`config.mk`:
```
export PLATFORM = sky130hd
export DESIGN_NAME = core_control_unit_flat
export DESIGN_NICKNAME = d
export VERILOG_FILES = /design/src/rtl/core_pkg.sv /design/src/rtl/core_control_unit_if.sv /design/src/rtl/core_opcode_decoder.sv /design/src/rtl/core_control_unit.sv /design/src/flat_wrapper.sv
export SDC_FILE = /design/constraint.sdc
export NUM_CORES = 1
export LEC_CHECK = 0
export CAP_MARGIN = 20
export CORE_MARGIN = 10
export CORE_UTILIZATION = 30
export DETAILED_ROUTE_END_ITERATION = 10
export PLACE_DENSITY_LB_ADDON = 0.05
export SLEW_MARGIN = 20
export SYNTH_ARGS = -nofsm -noshare
export SYNTH_HDL_FRONTEND = slang
export SYNTH_SLANG_ARGS = --single-unit
```
`constraint.sdc`:
```
create_clock -name clk -period 2.53 [get_ports clk]
set_input_delay 0.253 -clock clk [delete_from_list [all_inputs] [get_ports clk]]
set_output_delay 0.253 -clock clk [all_outputs]
set_load 0.005 [all_outputs]
```
`src/rtl/core_pkg.sv`:
```
// Shared types and encodings for the multicycle RV32I control unit:
// ISA field widths, opcodes, datapath select codes, FSM states and instruction classes.
package core_pkg;

  localparam int ISA__OPCODE_WIDTH = 7;
  localparam int ISA__FUNCT3_WIDTH = 3;

  localparam logic [ISA__OPCODE_WIDTH-1:0] OPC_LOAD     = 7'b0000011;
  localparam logic [ISA__OPCODE_WIDTH-1:0] OPC_MISC_MEM = 7'b0001111;
  localparam logic [ISA__OPCODE_WIDTH-1:0] OPC_OP_IMM   = 7'b0010011;
  localparam logic [ISA__OPCODE_WIDTH-1:0] OPC_AUIPC    = 7'b0010111;
  localparam logic [ISA__OPCODE_WIDTH-1:0] OPC_STORE    = 7'b0100011;
  localparam logic [ISA__OPCODE_WIDTH-1:0] OPC_OP       = 7'b0110011;
  localparam logic [ISA__OPCODE_WIDTH-1:0] OPC_LUI      = 7'b0110111;
  localparam logic [ISA__OPCODE_WIDTH-1:0] OPC_BRANCH   = 7'b1100011;
  localparam logic [ISA__OPCODE_WIDTH-1:0] OPC_JALR     = 7'b1100111;
  localparam logic [ISA__OPCODE_WIDTH-1:0] OPC_JAL      = 7'b1101111;
  localparam logic [ISA__OPCODE_WIDTH-1:0] OPC_SYSTEM   = 7'b1110011;

  localparam logic       ADDR_SEL_ALU = 1'b0;
  localparam logic       ADDR_SEL_PC  = 1'b1;
  localparam logic [1:0] RD_SEL_ALU   = 2'b00;
  localparam logic [1:0] RD_SEL_MEM   = 2'b01;
  localparam logic [1:0] RD_SEL_CSR   = 2'b10;
  localparam logic [1:0] ALU1_RS      = 2'b00;
  localparam logic [1:0] ALU1_PC      = 2'b01;
  localparam logic [1:0] ALU1_ZR      = 2'b10;
  localparam logic [1:0] ALU2_RS      = 2'b00;
  localparam logic [1:0] ALU2_IM      = 2'b01;
  localparam logic [1:0] ALU2_IS      = 2'b10;

  typedef enum logic [2:0] {
    RESET,
    FETCH,
    EXEC,
    LINK,
    MEM,
    HALTED,
    ABSTRACT
  } state_t;

  typedef enum logic [3:0] {
    CLS_OP,
    CLS_OP_IMM,
    CLS_LUI,
    CLS_AUIPC,
    CLS_BRANCH,
    CLS_JAL,
    CLS_JALR,
    CLS_LOAD,
    CLS_STORE,
    CLS_SYSTEM,
    CLS_NOP
  } instr_class_t;

endpackage

```
`src/rtl/core_control_unit_if.sv`:
```
// Control unit <-> datapath/memory/debug-module signal bundle.
// master = control unit, slave = datapath side.
interface core_control_unit_if;
  import core_pkg::*;

  logic                         mem_complete;
  logic [ISA__OPCODE_WIDTH-1:0] opcode;
  logic [ISA__FUNCT3_WIDTH-1:0] f3;
  logic                         branch_cond;
  logic                         halt_req;
  logic                         resume_req;
  logic                         abstract_req;
  logic                         abstract_wr;
  logic                         abstract_postexec;

  logic       halted;
  logic       write_pc_ne;
  logic       write_pc_ex;
  logic       write_pc;
  logic       write_ir;
  logic       write_rd;
  logic       write_csr;
  logic       mem_read;
  logic       mem_write;
  logic       addr_sel;
  logic [1:0] rd_sel;
  logic [1:0] alu_insel1;
  logic [1:0] alu_insel2;
  logic       abstract_write;
  logic       abstract_done;
  logic       progbuf;

  modport master (
    input  mem_complete, opcode, f3, branch_cond,
    input  halt_req, resume_req, abstract_req, abstract_wr, abstract_postexec,
    output halted, write_pc_ne, write_pc_ex, write_pc, write_ir, write_rd, write_csr,
    output mem_read, mem_write, addr_sel, rd_sel, alu_insel1, alu_insel2,
    output abstract_write, abstract_done, progbuf
  );

  modport slave (
    output mem_complete, opcode, f3, branch_cond,
    output halt_req, resume_req, abstract_req, abstract_wr, abstract_postexec,
    input  halted, write_pc_ne, write_pc_ex, write_pc, write_ir, write_rd, write_csr,
    input  mem_read, mem_write, addr_sel, rd_sel, alu_insel1, alu_insel2,
    input  abstract_write, abstract_done, progbuf
  );

endinterface

```
`src/rtl/core_opcode_decoder.sv`:
```
// Combinational opcode -> instruction class; MISC-MEM and unknown opcodes fold into CLS_NOP.
module core_opcode_decoder
  import core_pkg::*;
(
  input  logic [ISA__OPCODE_WIDTH-1:0] opcode,
  output instr_class_t                 instr_class
);

  always_comb begin
    instr_class = CLS_NOP;
    case (opcode)
      OPC_OP:       instr_class = CLS_OP;
      OPC_OP_IMM:   instr_class = CLS_OP_IMM;
      OPC_LUI:      instr_class = CLS_LUI;
      OPC_AUIPC:    instr_class = CLS_AUIPC;
      OPC_BRANCH:   instr_class = CLS_BRANCH;
      OPC_JAL:      instr_class = CLS_JAL;
      OPC_JALR:     instr_class = CLS_JALR;
      OPC_LOAD:     instr_class = CLS_LOAD;
      OPC_STORE:    instr_class = CLS_STORE;
      OPC_SYSTEM:   instr_class = CLS_SYSTEM;
      OPC_MISC_MEM: instr_class = CLS_NOP;
      default:      instr_class = CLS_NOP;
    endcase
  end

endmodule

```
`src/rtl/core_control_unit.sv`:
```
// Multicycle RV32I control FSM: fetch/exec/link/mem sequencing plus debug halt.
// Define CORE_CONTROL_UNIT_DEBUG_EN to build halt, abstract command and program-buffer support.
module core_control_unit
  import core_pkg::*;
(
  input  logic                clk,
  input  logic                rst_n,
  core_control_unit_if.master bus
);

  state_t       state_reg;
  state_t       state_next;
  state_t       boundary_state;
  instr_class_t instr_class;

  core_opcode_decoder u_decoder (
    .opcode      (bus.opcode),
    .instr_class (instr_class)
  );

`ifdef CORE_CONTROL_UNIT_DEBUG_EN
  logic progbuf_reg;
  // halt_req is honoured only between instructions, and never inside the program buffer
  assign boundary_state = (bus.halt_req && !progbuf_reg) ? HALTED : FETCH;
  assign bus.progbuf    = progbuf_reg;
`else
  logic unused_debug_inputs;
  assign unused_debug_inputs = ^{bus.halt_req, bus.resume_req, bus.abstract_req,
                                 bus.abstract_wr, bus.abstract_postexec};
  assign boundary_state = FETCH;
  assign bus.progbuf    = 1'b0;
`endif

  assign bus.write_pc = bus.write_pc_ne | bus.write_pc_ex;

  always_ff @(posedge clk or negedge rst_n) begin
    if (!rst_n) begin
      state_reg <= RESET;
`ifdef CORE_CONTROL_UNIT_DEBUG_EN
      progbuf_reg <= 1'b0;
`endif
    end else begin
      state_reg <= state_next;
`ifdef CORE_CONTROL_UNIT_DEBUG_EN
      if (state_next == HALTED) begin
        progbuf_reg <= 1'b0;
      end else if (state_reg == ABSTRACT && bus.abstract_postexec) begin
        progbuf_reg <= 1'b1;
      end
`endif
    end
  end

  always_comb begin
    state_next         = state_reg;
    bus.halted         = 1'b0;
    bus.write_pc_ne    = 1'b0;
    bus.write_pc_ex    = 1'b0;
    bus.write_ir       = 1'b0;
    bus.write_rd       = 1'b0;
    bus.write_csr      = 1'b0;
    bus.mem_read       = 1'b0;
    bus.mem_write      = 1'b0;
    bus.addr_sel       = ADDR_SEL_ALU;
    bus.rd_sel         = RD_SEL_ALU;
    bus.alu_insel1     = ALU1_RS;
    bus.alu_insel2     = ALU2_RS;
    bus.abstract_write = 1'b0;
    bus.abstract_done  = 1'b0;

    case (state_reg)
      RESET: state_next = boundary_state;

      FETCH: begin
        bus.mem_read = 1'b1;
        bus.addr_sel = ADDR_SEL_PC;
        if (bus.mem_complete) begin
          bus.write_ir = 1'b1;
          state_next   = EXEC;
        end
      end

      EXEC: begin
        state_next = boundary_state;
        case (instr_class)
          CLS_OP: begin
            bus.write_rd    = 1'b1;
            bus.write_pc_ne = 1'b1;
          end
          CLS_OP_IMM: begin
            bus.alu_insel2  = ALU2_IM;
            bus.write_rd    = 1'b1;
            bus.write_pc_ne = 1'b1;
          end
          CLS_LUI: begin
            bus.alu_insel1  = ALU1_ZR;
            bus.alu_insel2  = ALU2_IM;
            bus.write_rd    = 1'b1;
            bus.write_pc_ne = 1'b1;
          end
          CLS_AUIPC: begin
            bus.alu_insel1  = ALU1_PC;
            bus.alu_insel2  = ALU2_IM;
            bus.write_rd    = 1'b1;
            bus.write_pc_ne = 1'b1;
          end
          CLS_BRANCH: begin
            bus.alu_insel1  = ALU1_PC;
            bus.alu_insel2  = ALU2_IM;
            bus.write_pc_ex = bus.branch_cond;
            bus.write_pc_ne = !bus.branch_cond;
          end
          CLS_JAL: begin
            bus.alu_insel1  = ALU1_PC;
            bus.alu_insel2  = ALU2_IM;
            bus.write_pc_ex = 1'b1;
            state_next      = LINK;
          end
          CLS_JALR: begin
            bus.alu_insel2  = ALU2_IM;
            bus.write_pc_ex = 1'b1;
            state_next      = LINK;
          end
          CLS_LOAD, CLS_STORE: state_next = MEM;
          CLS_SYSTEM: begin
            if (bus.f3 != '0) begin
              bus.rd_sel      = RD_SEL_CSR;
              bus.write_rd    = 1'b1;
              bus.write_csr   = 1'b1;
              bus.write_pc_ne = 1'b1;
            end else begin
`ifdef CORE_CONTROL_UNIT_DEBUG_EN
              // ebreak closing a program-buffer run completes the abstract command
              bus.abstract_done = progbuf_reg;
              state_next        = HALTED;
`else
              bus.write_pc_ne = 1'b1;
`endif
            end
          end
          default: bus.write_pc_ne = 1'b1;
        endcase
      end

      // Link uses the PC latched at write_ir, so the earlier PC load cannot disturb it
      LINK: begin
        bus.alu_insel1 = ALU1_PC;
        bus.alu_insel2 = ALU2_IS;
        bus.write_rd   = 1'b1;
        state_next     = boundary_state;
      end

      MEM: begin
        bus.alu_insel2 = ALU2_IM;
        bus.mem_read   = (instr_class == CLS_LOAD);
        bus.mem_write  = (instr_class != CLS_LOAD);
        if (bus.mem_complete) begin
          bus.write_pc_ne = 1'b1;
          if (instr_class == CLS_LOAD) begin
            bus.write_rd = 1'b1;
            bus.rd_sel   = RD_SEL_MEM;
          end
          state_next = boundary_state;
        end
      end

`ifdef CORE_CONTROL_UNIT_DEBUG_EN
      HALTED: begin
        bus.halted = 1'b1;
        if (bus.resume_req) begin
          state_next = FETCH;
        end else if (bus.abstract_req) begin
          state_next = ABSTRACT;
        end
      end

      ABSTRACT: begin
        bus.halted         = 1'b1;
        bus.abstract_write = bus.abstract_wr;
        if (bus.abstract_postexec) begin
          state_next = FETCH;
        end else begin
          bus.abstract_done = 1'b1;
          state_next        = HALTED;
        end
      end
`endif

      default: state_next = RESET;
    endcase
  end

endmodule

```
`src/flat_wrapper.sv`:
```
// flat-port wrapper written by rule: the top's interface ports become plain ports
module core_control_unit_flat import core_pkg::*;
  (clk, rst_n, bus_mem_complete, bus_opcode, bus_f3, bus_branch_cond, bus_halt_req, bus_resume_req, bus_abstract_req, bus_abstract_wr, bus_abstract_postexec, bus_halted, bus_write_pc_ne, bus_write_pc_ex, bus_write_pc, bus_write_ir, bus_write_rd, bus_write_csr, bus_mem_read, bus_mem_write, bus_addr_sel, bus_rd_sel, bus_alu_insel1, bus_alu_insel2, bus_abstract_write, bus_abstract_done, bus_progbuf);
  core_control_unit_if bus_i ();
  input  logic clk;
  input  logic rst_n;
  input wire logic [$bits(bus_i.mem_complete)-1:0] bus_mem_complete;
  input wire logic [$bits(bus_i.opcode)-1:0] bus_opcode;
  input wire logic [$bits(bus_i.f3)-1:0] bus_f3;
  input wire logic [$bits(bus_i.branch_cond)-1:0] bus_branch_cond;
  input wire logic [$bits(bus_i.halt_req)-1:0] bus_halt_req;
  input wire logic [$bits(bus_i.resume_req)-1:0] bus_resume_req;
  input wire logic [$bits(bus_i.abstract_req)-1:0] bus_abstract_req;
  input wire logic [$bits(bus_i.abstract_wr)-1:0] bus_abstract_wr;
  input wire logic [$bits(bus_i.abstract_postexec)-1:0] bus_abstract_postexec;
  output wire logic [$bits(bus_i.halted)-1:0] bus_halted;
  output wire logic [$bits(bus_i.write_pc_ne)-1:0] bus_write_pc_ne;
  output wire logic [$bits(bus_i.write_pc_ex)-1:0] bus_write_pc_ex;
  output wire logic [$bits(bus_i.write_pc)-1:0] bus_write_pc;
  output wire logic [$bits(bus_i.write_ir)-1:0] bus_write_ir;
  output wire logic [$bits(bus_i.write_rd)-1:0] bus_write_rd;
  output wire logic [$bits(bus_i.write_csr)-1:0] bus_write_csr;
  output wire logic [$bits(bus_i.mem_read)-1:0] bus_mem_read;
  output wire logic [$bits(bus_i.mem_write)-1:0] bus_mem_write;
  output wire logic [$bits(bus_i.addr_sel)-1:0] bus_addr_sel;
  output wire logic [$bits(bus_i.rd_sel)-1:0] bus_rd_sel;
  output wire logic [$bits(bus_i.alu_insel1)-1:0] bus_alu_insel1;
  output wire logic [$bits(bus_i.alu_insel2)-1:0] bus_alu_insel2;
  output wire logic [$bits(bus_i.abstract_write)-1:0] bus_abstract_write;
  output wire logic [$bits(bus_i.abstract_done)-1:0] bus_abstract_done;
  output wire logic [$bits(bus_i.progbuf)-1:0] bus_progbuf;
  assign bus_i.mem_complete = bus_mem_complete;
  assign bus_i.opcode = bus_opcode;
  assign bus_i.f3 = bus_f3;
  assign bus_i.branch_cond = bus_branch_cond;
  assign bus_i.halt_req = bus_halt_req;
  assign bus_i.resume_req = bus_resume_req;
  assign bus_i.abstract_req = bus_abstract_req;
  assign bus_i.abstract_wr = bus_abstract_wr;
  assign bus_i.abstract_postexec = bus_abstract_postexec;
  assign bus_halted = bus_i.halted;
  assign bus_write_pc_ne = bus_i.write_pc_ne;
  assign bus_write_pc_ex = bus_i.write_pc_ex;
  assign bus_write_pc = bus_i.write_pc;
  assign bus_write_ir = bus_i.write_ir;
  assign bus_write_rd = bus_i.write_rd;
  assign bus_write_csr = bus_i.write_csr;
  assign bus_mem_read = bus_i.mem_read;
  assign bus_mem_write = bus_i.mem_write;
  assign bus_addr_sel = bus_i.addr_sel;
  assign bus_rd_sel = bus_i.rd_sel;
  assign bus_alu_insel1 = bus_i.alu_insel1;
  assign bus_alu_insel2 = bus_i.alu_insel2;
  assign bus_abstract_write = bus_i.abstract_write;
  assign bus_abstract_done = bus_i.abstract_done;
  assign bus_progbuf = bus_i.progbuf;
  core_control_unit u_core (.clk(clk), .rst_n(rst_n), .bus(bus_i));
endmodule
```
==> results of run 1 <==
cell type report:
type | instances | area (um^2)
sequential | 3 | 75.1
fill | 210 | 872
inverter | 3 | 11.3
timing repair buffer | 49 | 454
multi-input combinational | 81 | 529
tap | 27 | 33.8
clock buffer | 4 | 26.3
layout by cell type (no fill, tap or decap), types with 2 or more instances in the layout:
master	synthesis	layout
dlymetal6s2s_1	0	7
nand2b_1	3	3
nor2b_1	2	2
clkbuf_4	0	3
buf_4	6	21
clkdlybuf4s50_1	0	19
or3_4	1	2
nor3_1	5	5
nor4_2	1	3
a31oi_1	2	2
o31ai_1	2	2
inv_1	2	2
a21boi_0	2	2
dfrtp_1	3	3
nor2_1	14	14
o21ai_0	2	2
nand2_1	9	8
a21oi_1	6	6
conb_1	1	4
nand3_1	5	5
stage by stage:
step	cells	setup WS [ns]	TNS [ns]	total power, mW	util
finish	167	0.113	0	0.292	0.564
global route	167	-0.00172	-0.00172	0.315	0.564
CTS	166	0.000598	0	0.292	0.534
detailed placement	161	-0.0541	-0.0933	0.205	0.514
global placement	161	-0.0263	-0.0413	0.204	0.514
floorplan	98	0.956	0	0.130	-
power by group through the flow:
stage               Clock (mW)  Combinational (mW)  Sequential (mW)
finish                  0.0852               0.154           0.0536
global route            0.0911               0.170           0.0544
CTS                     0.0884               0.149           0.0538
detailed placement           0               0.151           0.0541
global placement             0               0.149           0.0543
floorplan                    0              0.0769           0.0528
path summary, 6_finish.rpt:
path                                                 start                               to  slack (ns)  cells past startpoint
setup reg to reg           u_core.state_reg[1]$_DFFE_PN0P_  u_core.state_reg[2]$_DFFE_PN0P_        1.43                      5
max in group asynchronous                            rst_n  u_core.state_reg[2]$_DFFE_PN0P_        2.19                      1
hold / removal                                       rst_n  u_core.state_reg[0]$_DFFE_PN0P_        0.20                      1
hold reg to reg            u_core.state_reg[2]$_DFFE_PN0P_  u_core.state_reg[1]$_DFFE_PN0P_        0.58                      2
min in group clk           u_core.state_reg[2]$_DFFE_PN0P_  u_core.state_reg[1]$_DFFE_PN0P_        0.58                      2
setup / recovery                             bus_opcode[2]                  bus_write_pc_ne        0.11                      9
layer usage:
metal,GRT usage,vias up,routed length [um]
li1,-,424,-
met1,0.124,383,975
met2,0.171,19,1110
met3,0.0203,0,111
met4,0.0236,0,0
met5,0,-,0
repair_timing:
item / in CTS / in global routing
pin swaps: 2 / 3
hold buffers: 0 / 0
setup buffers: 2 / 1
endpoints found under the hold margin: 0 / 0
setup endpoints to repair: 3 / 5
gates resized for setup: 4 / 14
cells by family after synthesis:
family / count (synthesis) / synth area share
simple gates: 53 / 0.478
compound gates: 22 / 0.229
buf+inv: 14 / 0.137
flops: 3 / 0.118
xor+xnor: 1 / 0.0137
mux: 1 / 0.0176
other cells: 1 / 0.00588
==> impl_table.tex, run 1 <==
\begin{tabular}{lr}
\hline
Metric & Value \\
\hline
\multicolumn{2}{l}{\textbf{Status}} \\
Result of the run & completed \\
\multicolumn{2}{l}{\textbf{STA}} \\
Fin crit period & 2.42 ns \\
Final worst-path cycle share & 0.955 \\
Count of final setup violators & 0 \\
Number of hold violations in the final report & 0 \\
Final hold slack & 0.197 ns \\
Clock tree skew after final layout & 0.00587 ns \\
Max Slew Vio Count & 0 \\
Maximum frequency from static timing analysis & 414 MHz \\
\multicolumn{2}{l}{\textbf{Logic synthesis}} \\
Warnings, synthesis & 0 \\
Most frequent cells after synthesis & 14 x nor2\_1, 9 x nand2\_1, 6 x a21oi\_1, 6 x buf\_4 \\
Area share of the leading cell type in the synthesized netlist & 0.118 \\
Cell area after technology mapping & 638 um\^{}2 \\
Most frequent cell after synthesis & nor2\_1 \\
Biggest area consumer among synthesized cells & dfrtp\_1 \\
Number of synthesized flops with an enable pin & 0 \\
Leading post-synthesis cells by cell area & dfrtp\_1 12\%, nor2\_1 8.2\%, buf\_4 7.1\%, nand2\_1 5.3\%, a21oi\_1 4.7\% \\
Predominant post-synthesis flop cell & dfrtp\_1 \\
Seq/Total Area, Yosys & 0.118 \\
Average footprint of a synthesized cell & 6.72 um\^{}2 \\
Distinct cells, synth & 41 \\
Number of instances in the synthesized netlist & 95 \\
Async SR Flop Fraction & 1.00 \\
Register bit total from synthesis & 3 \\
\multicolumn{2}{l}{\textbf{Placed design}} \\
Instance area after placement & 1030 um\^{}2 \\
Number of buffer cells added on primary ports & 28 \\
HPWL reported at the end of detailed placement & 1770 um \\
Placer's final routability congestion estimate & 0.785 \\
\multicolumn{2}{l}{\textbf{Clock network}} \\
Clock tree root buffer cell & clkbuf\_4 \\
Number of buffers added by the clock tree synthesis step & 3 \\
TritonCTS clock tree & done \\
Clock transition at the register clock pins on the worst setup and hold paths after CTS & 0.04 ns \\
Latest clock arrival within the worst-skew pair & 0.24 ns \\
Htree depth & 1 \\
Clock tree buffer depth & 2 \\
Sinks on the clock net & 3 \\
\multicolumn{2}{l}{\textbf{Route}} \\
Routed WL per cell & 13.1 um \\
\# DRC & 0 \\
DRC violation total after the first TritonRoute iteration & 18 \\
DRT Pass-1 Iters & 4 \\
Antenna Violating Nets Remaining & 0 \\
Vias post-DR & 826 \\
Via density per instance & 4.95 \\
Detailed-route wire length & 2200 um \\
\multicolumn{2}{l}{\textbf{Finish}} \\
Layout area overhead & 77.1\% \\
Layout cell share with drive strength beyond 1 & 0.293 \\
Nets & 160 \\
Final design instance area without fill & 1130 um\^{}2 \\
Flip-flop count of the largest register after layout & 3 \\
Antenna diode count & 0 \\
\multicolumn{2}{l}{\textbf{Global route}} \\
Antenna violations before repair & 0 \\
Maximum number of pins on one net before global-route repair & 13 \\
Via count of the first global-routing pass & 819 \\
Total gr overflow & 0 \\
All-layer global routing usage & 0.100 \\
First-pass GRT wire length & 3750 um \\
\multicolumn{2}{l}{\textbf{Setup path}} \\
Worst-path maximum fanout & 7 \\
Signal arrival time at the worst endpoint & 2.16 ns \\
Critical path, cell by cell & clkdlybuf4s50\_1 -> buf\_4 -> nor2\_1 -> buf\_4 -> a21o\_1 -> a31oi\_1 -> o31ai\_1 -> a21oi\_1 -> clkdlybuf4s50\_1 \\
Critical path required time & 2.28 ns \\
Standard cell with the maximum stage delay on the critical path & clkdlybuf4s50\_1 \\
WS Path Type & input pin to output port \\
Top delay family on crit path & buffers and inverters \\
Buf+Inv Stages, Crit Path & 4 \\
CP endpoint kind & output port \\
Startpoint type of the worst setup path & input pin \\
Delay of the slowest cell on the worst path & 0.51 ns \\
\multicolumn{2}{l}{\textbf{Floorplanning}} \\
Row count & 16 \\
Horizontal die dimension & 66.1 um \\
Initial core utilization & 0.319 \\
\# IOs & 38 \\
DIE HEIGHT & 66.1 um \\
Floorplan die area & 4370 um\^{}2 \\
Core area & 2000 um\^{}2 \\
\multicolumn{2}{l}{\textbf{Pwr}} \\
Switching pwr & 0.102 mW \\
Share of power burned in the clock network & 0.291 \\
Power density over cell area & 259 nW/um\^{}2 \\
Part of the total power dissipated in combinational logic & 0.525 \\
Part of the power in registers & 0.183 \\
Max rail drop VDD & 0.000222 V \\
LEAKAGE & 0.549 nW \\
Net switching share of the total power & 0.350 \\
Internal power of the cells & 0.190 mW \\
\multicolumn{2}{l}{\textbf{Run}} \\
Number of max-cap violations & 0 \\
\multicolumn{2}{l}{\textbf{Hold path}} \\
Path type of the worst min-delay path & input pin to asynchronous set/reset pin \\
\hline
\end{tabular}
No activity file was read; power rests on OpenSTA's default activity.
==> run 2: changes to the inputs <==
CORE_MARGIN = 3   (was 10)
CTS_CLUSTER_SIZE = 25   (was unset)
==> run 2 against run 1 <==
  * Routed wire length down 8.9%
  * Worst setup slack worse by 0.039 ns
  * Count of clock-buffer cells in the layout unchanged
  * Register-to-register slack worse by 0.05 ns
  * Hold slack better by 0.011 ns
  * Utilization down 0.31 points
  * Clock skew down 0.0040 ns
  * Clock power down 2%
  * Non-clock buffer count unchanged
  * Final cell count unchanged
  * Fmax down 1.6%
  * Critical path type unchanged
  * Largest power group unchanged
==> impl_table.tex, run 2 (synthesized netlist as in run 1, its figures left out) <==
\begin{tabular}{lr}
\hline
Metric & Value \\
\hline
\multicolumn{2}{l}{\textbf{Setup path}} \\
CP Depth & 8 \\
Standard cell with the maximum stage delay on the critical path & clkdlybuf4s50\_1 \\
CP endpoint kind & output port \\
Register-to-register setup slack & 1.38 ns \\
Signal arrival time at the worst endpoint & 2.20 ns \\
Top delay family on crit path & buffers and inverters \\
Critical path, cell by cell & clkdlybuf4s50\_1 -> buf\_6 -> and3b\_1 -> nand2\_1 -> o21ai\_1 -> nand4\_1 -> a41oi\_2 -> clkdlybuf4s50\_1 \\
Startpoint type of the worst setup path & input pin \\
WS Path Type & input pin to output port \\
Critical path required time & 2.28 ns \\
Delay of the slowest cell on the worst path & 0.52 ns \\
Number of cells traversed by the worst register-to-register path & 5 \\
Worst-path maximum fanout & 9 \\
Most frequent cell on the critical path & clkdlybuf4s50\_1 \\
Reg-to-Reg End & u\_core.state\_reg[0]\$\_DFFE\_PN0P\_ \\
Buf+Inv Stages, Crit Path & 3 \\
Launch instance of the worst register-to-register path & u\_core.state\_reg[1]\$\_DFFE\_PN0P\_ \\
\multicolumn{2}{l}{\textbf{Finish}} \\
Antenna diode count & 0 \\
Leading cell types in the layout, fill and taps excluded & 22 x clkdlybuf4s50\_1, 19 x buf\_4, 14 x nor2\_1 \\
Final design instance area without fill & 1110 um\^{}2 \\
Area taken by flip-flops and latches & 75.1 um\^{}2 \\
Flip-flop count of the largest register after layout & 3 \\
Fillers & 197 \\
Layout area overhead & 74.3\% \\
Layout cell share with drive strength beyond 1 & 0.271 \\
Nets & 160 \\
Area taken by multi-input logic gates & 513 um\^{}2 \\
Commonest non-fill, non-tap cell in the layout & clkdlybuf4s50\_1 \\
\multicolumn{2}{l}{\textbf{Pwr}} \\
Power density over cell area & 262 nW/um\^{}2 \\
Share of power burned in the clock network & 0.285 \\
Part of the power in registers & 0.186 \\
Switching pwr & 0.0995 mW \\
Max rail drop VDD & 0.000245 V \\
Internal power of the cells & 0.192 mW \\
LEAKAGE & 0.485 nW \\
Net switching share of the total power & 0.341 \\
Part of the total power dissipated in combinational logic & 0.528 \\
\multicolumn{2}{l}{\textbf{Route}} \\
DRC violation total after the first TritonRoute iteration & 11 \\
Detailed-route wire length & 2000 um \\
DRT Pass-1 Iters & 4 \\
Vias post-DR & 821 \\
Via density per instance & 4.92 \\
\# DRC & 0 \\
Routed WL per cell & 12.0 um \\
Antenna Violating Nets Remaining & 0 \\
\multicolumn{2}{l}{\textbf{Floorplanning}} \\
Core area & 1980 um\^{}2 \\
Floorplan die area & 2720 um\^{}2 \\
Initial core utilization & 0.322 \\
Horizontal die dimension & 52.1 um \\
DIE HEIGHT & 52.1 um \\
Row count & 16 \\
\# IOs & 38 \\
\multicolumn{2}{l}{\textbf{Placed design}} \\
Placer's final routability congestion estimate & 0.827 \\
Instance area after placement & 1030 um\^{}2 \\
Number of buffer cells added on primary ports & 28 \\
Worst slack at placement & -0.0210 ns \\
HPWL reported at the end of detailed placement & 1570 um \\
\multicolumn{2}{l}{\textbf{STA}} \\
Slack of the critical path & 0.0743 ns \\
Final worst-path cycle share & 0.971 \\
Number of hold violations in the final report & 0 \\
Final hold slack & 0.208 ns \\
Clock tree skew after final layout & 0.00183 ns \\
Count of final setup violators & 0 \\
Maximum frequency from static timing analysis & 407 MHz \\
Max Slew Vio Count & 0 \\
Setup repair after global routing missed its margin & true \\
Fin crit period & 2.46 ns \\
\multicolumn{2}{l}{\textbf{Clock network}} \\
Clock transition at the register clock pins on the worst setup and hold paths after CTS & 0.04 ns \\
Clock tree buffer depth & 2 \\
Latest clock arrival within the worst-skew pair & 0.23 ns \\
Clock tree root buffer cell & clkbuf\_4 \\
Sinks on the clock net & 3 \\
Number of buffers added by the clock tree synthesis step & 3 \\
Htree depth & 1 \\
TritonCTS clock tree & done \\
Count of hold buffers inserted by post-cts repair & 0 \\
\multicolumn{2}{l}{\textbf{Global route}} \\
Via count of the first global-routing pass & 757 \\
Antenna violations before repair & 0 \\
Maximum number of pins on one net before global-route repair & 13 \\
First-pass GRT wire length & 3190 um \\
Total gr overflow & 0 \\
All-layer global routing usage & 0.148 \\
\multicolumn{2}{l}{\textbf{Hold path}} \\
Path type of the worst min-delay path & input pin to asynchronous set/reset pin \\
\multicolumn{2}{l}{\textbf{Run}} \\
Number of max-cap violations & 0 \\
\multicolumn{2}{l}{\textbf{Status}} \\
Result of the run & completed \\
\hline
\end{tabular}
run 2: changes by cell type in the layout (fill, tap and decap cells not counted), sizes merged:
cell	previous run	this run
clkdlybuf4s50	19	22
dlygate4sd2	1	2
dlymetal6s2s	7	4
clkdlybuf4s15	1	0
run 2: per-stage QoR:
step | total power [mW] | std cells | util | TNS [ns]
3_5_place_dp | 0.206 | 161 | 0.520 | -0.0466
4_1_cts | 0.292 | 165 | 0.534 | -0.0405
6_report | 0.291 | 167 | 0.561 | 0
3_3_place_gp | 0.206 | 161 | 0.520 | -0.0360
2_1_floorplan | 0.130 | 98 | - | 0
5_1_grt | 0.314 | 167 | 0.561 | -0.0428
run 2: worst register-to-register path, cell delays in order (launching register included):
cell and delay (ns):
dfrtp_1 0.37, buf_4 0.17, nor2b_1 0.24, nand2_1 0.11, o31ai_1 0.07, a21oi_1 0.06
run 2: worst max path at each step:
| stage | endpoint | from |
|---|---|---|
| after CTS | bus_write_rd | bus_opcode[2] |
| after global routing | bus_write_csr | bus_opcode[1] |
| after global placement | bus_write_rd | bus_opcode[3] |
| after floorplan | bus_mem_read | bus_opcode[6] |
| final | bus_alu_insel1[1] | bus_opcode[6] |
| after detailed placement | bus_mem_read | bus_opcode[6] |
run 2: power by group through the flow:
stage | Sequential (mW) | Clock, mW | Combinational [mW]
after floorplan | 0.0528 | 0 | 0.0769
after global placement | 0.0545 | 0 | 0.151
after detailed placement | 0.0546 | 0 | 0.151
after CTS | 0.0540 | 0.0869 | 0.151
after global routing | 0.0545 | 0.0904 | 0.169
final | 0.0543 | 0.0832 | 0.154
run 2: metal layers:
layer,share of wire,up-vias,track usage,wire length (um)
met5,0,-,0,0
met4,0,0,0.0131,0
met3,0.041,0,0.0143,82
met2,0.46,17,0.249,927
met1,0.50,378,0.208,990
li1,-,426,-,-
run 2: area by class of cell:
cell class / instances / share of cell area
Timing Repair Buffer: 49 / 0.407
Multi-Input combinational cell: 81 / 0.461
Inverter: 3 / 0.0101
Clock buffer: 4 / 0.0236
Tap cell: 27 / 0.0304
Sequential cell: 3 / 0.0675
run 2: what timing repair did:
action / 4_1_cts / 5_1_grt
buffers inserted: 0 / 2
gates resized for setup: 3 / 10
endpoints found under the setup margin: 4 / 6
pin swaps: 0 / 2
==> run 3: changes to the inputs <==
CORE_UTILIZATION = 40   (was 30)
SLEW_MARGIN = 10   (was 20)
==> run 3 against run 2 <==
  * Power up 1.8%
  * Sequential power barely moved
  * Clock power grew 3.2%
  * Utilization is 25 points higher
  * Clock skew up 0.0011 ns
  * Via count rose by 4.0%
  * Largest power group unchanged
  * Fmax fell by 0.89%
  * Design area increased by 1.6%
  * Die area is 22% lower
  * First-iteration DRC count up 36%
  * Critical endpoint is now bus_write_csr
  * Non-clock buffer count grew 2
==> impl_table.tex, run 3 (synthesized netlist as in run 1, its figures left out) <==
\begin{tabular}{lr}
\hline
Metric & Value \\
\hline
\multicolumn{2}{l}{\textbf{Route}} \\
Via density per instance & 5.44 \\
Detailed-route wire length & 2000 um \\
\# DRC & 0 \\
Routed WL per cell & 12.8 um \\
DRT Pass-1 Iters & 4 \\
Antenna Violating Nets Remaining & 0 \\
DRC violation total after the first TritonRoute iteration & 15 \\
Vias post-DR & 854 \\
\multicolumn{2}{l}{\textbf{Run}} \\
Number of max-cap violations & 0 \\
\multicolumn{2}{l}{\textbf{Status}} \\
Result of the run & completed \\
\multicolumn{2}{l}{\textbf{Clock network}} \\
Clock tree root buffer cell & clkbuf\_4 \\
Count of hold buffers inserted by post-cts repair & 0 \\
Latest clock arrival within the worst-skew pair & 0.24 ns \\
Sinks on the clock net & 3 \\
Number of buffers added by the clock tree synthesis step & 3 \\
Htree depth & 1 \\
TritonCTS clock tree & done \\
Clock transition at the register clock pins on the worst setup and hold paths after CTS & 0.04 ns \\
Clock tree buffer depth & 2 \\
\multicolumn{2}{l}{\textbf{Setup path}} \\
Signal arrival time at the worst endpoint & 2.22 ns \\
WS Path Type & input pin to output port \\
Reg-to-Reg End & u\_core.state\_reg[2]\$\_DFFE\_PN0P\_ \\
Last element of the critical path & bus\_write\_csr \\
CP endpoint kind & output port \\
Launch instance of the worst register-to-register path & u\_core.state\_reg[1]\$\_DFFE\_PN0P\_ \\
Critical path required time & 2.28 ns \\
Worst-path maximum fanout & 7 \\
Startpoint type of the worst setup path & input pin \\
Worst setup path start & bus\_opcode[2] \\
Register-to-register setup slack & 1.36 ns \\
Number of cells traversed by the worst register-to-register path & 5 \\
\multicolumn{2}{l}{\textbf{STA}} \\
Maximum frequency from static timing analysis & 404 MHz \\
Sum of negative setup slack & 0 ns \\
Final worst-path cycle share & 0.979 \\
Number of hold violations in the final report & 0 \\
Slack of the critical path & 0.0523 ns \\
Setup repair after global routing missed its margin & true \\
Clock tree skew after final layout & 0.00288 ns \\
Count of final setup violators & 0 \\
Final hold slack & 0.195 ns \\
Fin crit period & 2.48 ns \\
Max Slew Vio Count & 0 \\
\multicolumn{2}{l}{\textbf{Finish}} \\
Share of the core filled with cells & 0.808 \\
Antenna diode count & 0 \\
Commonest non-fill, non-tap cell in the layout & clkdlybuf4s50\_1 \\
Leading cell types in the layout, fill and taps excluded & 21 x clkdlybuf4s50\_1, 20 x buf\_4, 14 x nor2\_1 \\
Filler-free cell count of the finished design & 157 \\
Nets & 162 \\
Final design instance area without fill & 1130 um\^{}2 \\
Layout area overhead & 77.1\% \\
Fillers & 110 \\
Layout cell share with drive strength beyond 1 & 0.296 \\
Flip-flop count of the largest register after layout & 3 \\
\multicolumn{2}{l}{\textbf{Hold path}} \\
Path type of the worst min-delay path & input pin to asynchronous set/reset pin \\
\multicolumn{2}{l}{\textbf{Placed design}} \\
HPWL reported at the end of detailed placement & 1510 um \\
Instance area after placement & 985 um\^{}2 \\
Cell count after placement & 145 \\
Number of buffer cells added on primary ports & 28 \\
Placer's final routability congestion estimate & 0.884 \\
Worst slack at placement & -0.0253 ns \\
\multicolumn{2}{l}{\textbf{Global route}} \\
Via count of the first global-routing pass & 733 \\
First-pass GRT wire length & 3090 um \\
Total gr overflow & 0 \\
All-layer global routing usage & 0.199 \\
Antenna violations before repair & 0 \\
Maximum number of pins on one net before global-route repair & 13 \\
\multicolumn{2}{l}{\textbf{Pwr}} \\
Max rail drop VDD & 0.000179 V \\
Overall power after layout & 0.297 mW \\
LEAKAGE & 0.535 nW \\
Power density over cell area & 263 nW/um\^{}2 \\
\multicolumn{2}{l}{\textbf{Floorplanning}} \\
Row count & 13 \\
DIE HEIGHT & 45.9 um \\
Core area & 1400 um\^{}2 \\
Floorplan die area & 2110 um\^{}2 \\
Horizontal die dimension & 45.9 um \\
\# IOs & 38 \\
Initial core utilization & 0.456 \\
\hline
\end{tabular}
run 3: power breakdown:
| group | internal [mW] | switching (mW) |
|---|---|---|
| sequential | 0.0517 | 0.00256 |
| combinational | 0.0817 | 0.0747 |
| clock | 0.0592 | 0.0267 |
| total | 0.193 | 0.104 |
run 3: timing repair:
action | 4_1_cts | 5_1_grt
buffers inserted | 0 | 8
setup endpoints to repair | 4 | 7
pin swaps | 2 | 6
resized for setup | 5 | 12
run 3: cell type report:
type | count | area [um^2] | share of cell area
Multi-Input combinational cell | 81 | 531 | 0.470
Sequential cell | 3 | 75.1 | 0.0664
Tap cell | 15 | 18.8 | 0.0166
Timing Repair Buffer | 51 | 468 | 0.414
Inverter | 3 | 11.3 | 0.00997
Clock buffer | 4 | 26.3 | 0.0233
run 3: worst min-delay path by stage:
stage          start                              end  cells past startpoint
2_1_floorplan  rst_n  u_core.state_reg[0]$_DFFE_PN0P_                      0
3_3_place_gp   rst_n  u_core.state_reg[0]$_DFFE_PN0P_                      1
3_5_place_dp   rst_n  u_core.state_reg[0]$_DFFE_PN0P_                      1
4_1_cts        rst_n  u_core.state_reg[0]$_DFFE_PN0P_                      1
5_1_grt        rst_n  u_core.state_reg[0]$_DFFE_PN0P_                      1
6_report       rst_n  u_core.state_reg[0]$_DFFE_PN0P_                      1
run 3: critical path, stage by stage:
cell,delay [ns]
clkdlybuf4s50_1,0.49
buf_6,0.12
and2_1,0.13
mux2_2,0.16
a31oi_2,0.13
nor4_4,0.30
buf_4,0.14
clkdlybuf4s50_1,0.50
run 3: metal layers:
| layer | wire (um) | vias to the layer above | share of wire | GRT usage |
|---|---|---|---|---|
| met5 | 0 | - | 0 | 0 |
| met1 | 828 | 398 | 0.41 | 0.231 |
| met2 | 1050 | 24 | 0.52 | 0.349 |
| li1 | - | 430 | - | - |
| met3 | 101 | 2 | 0.050 | 0.0119 |
| met4 | 20 | 0 | 0.010 | 0.119 |
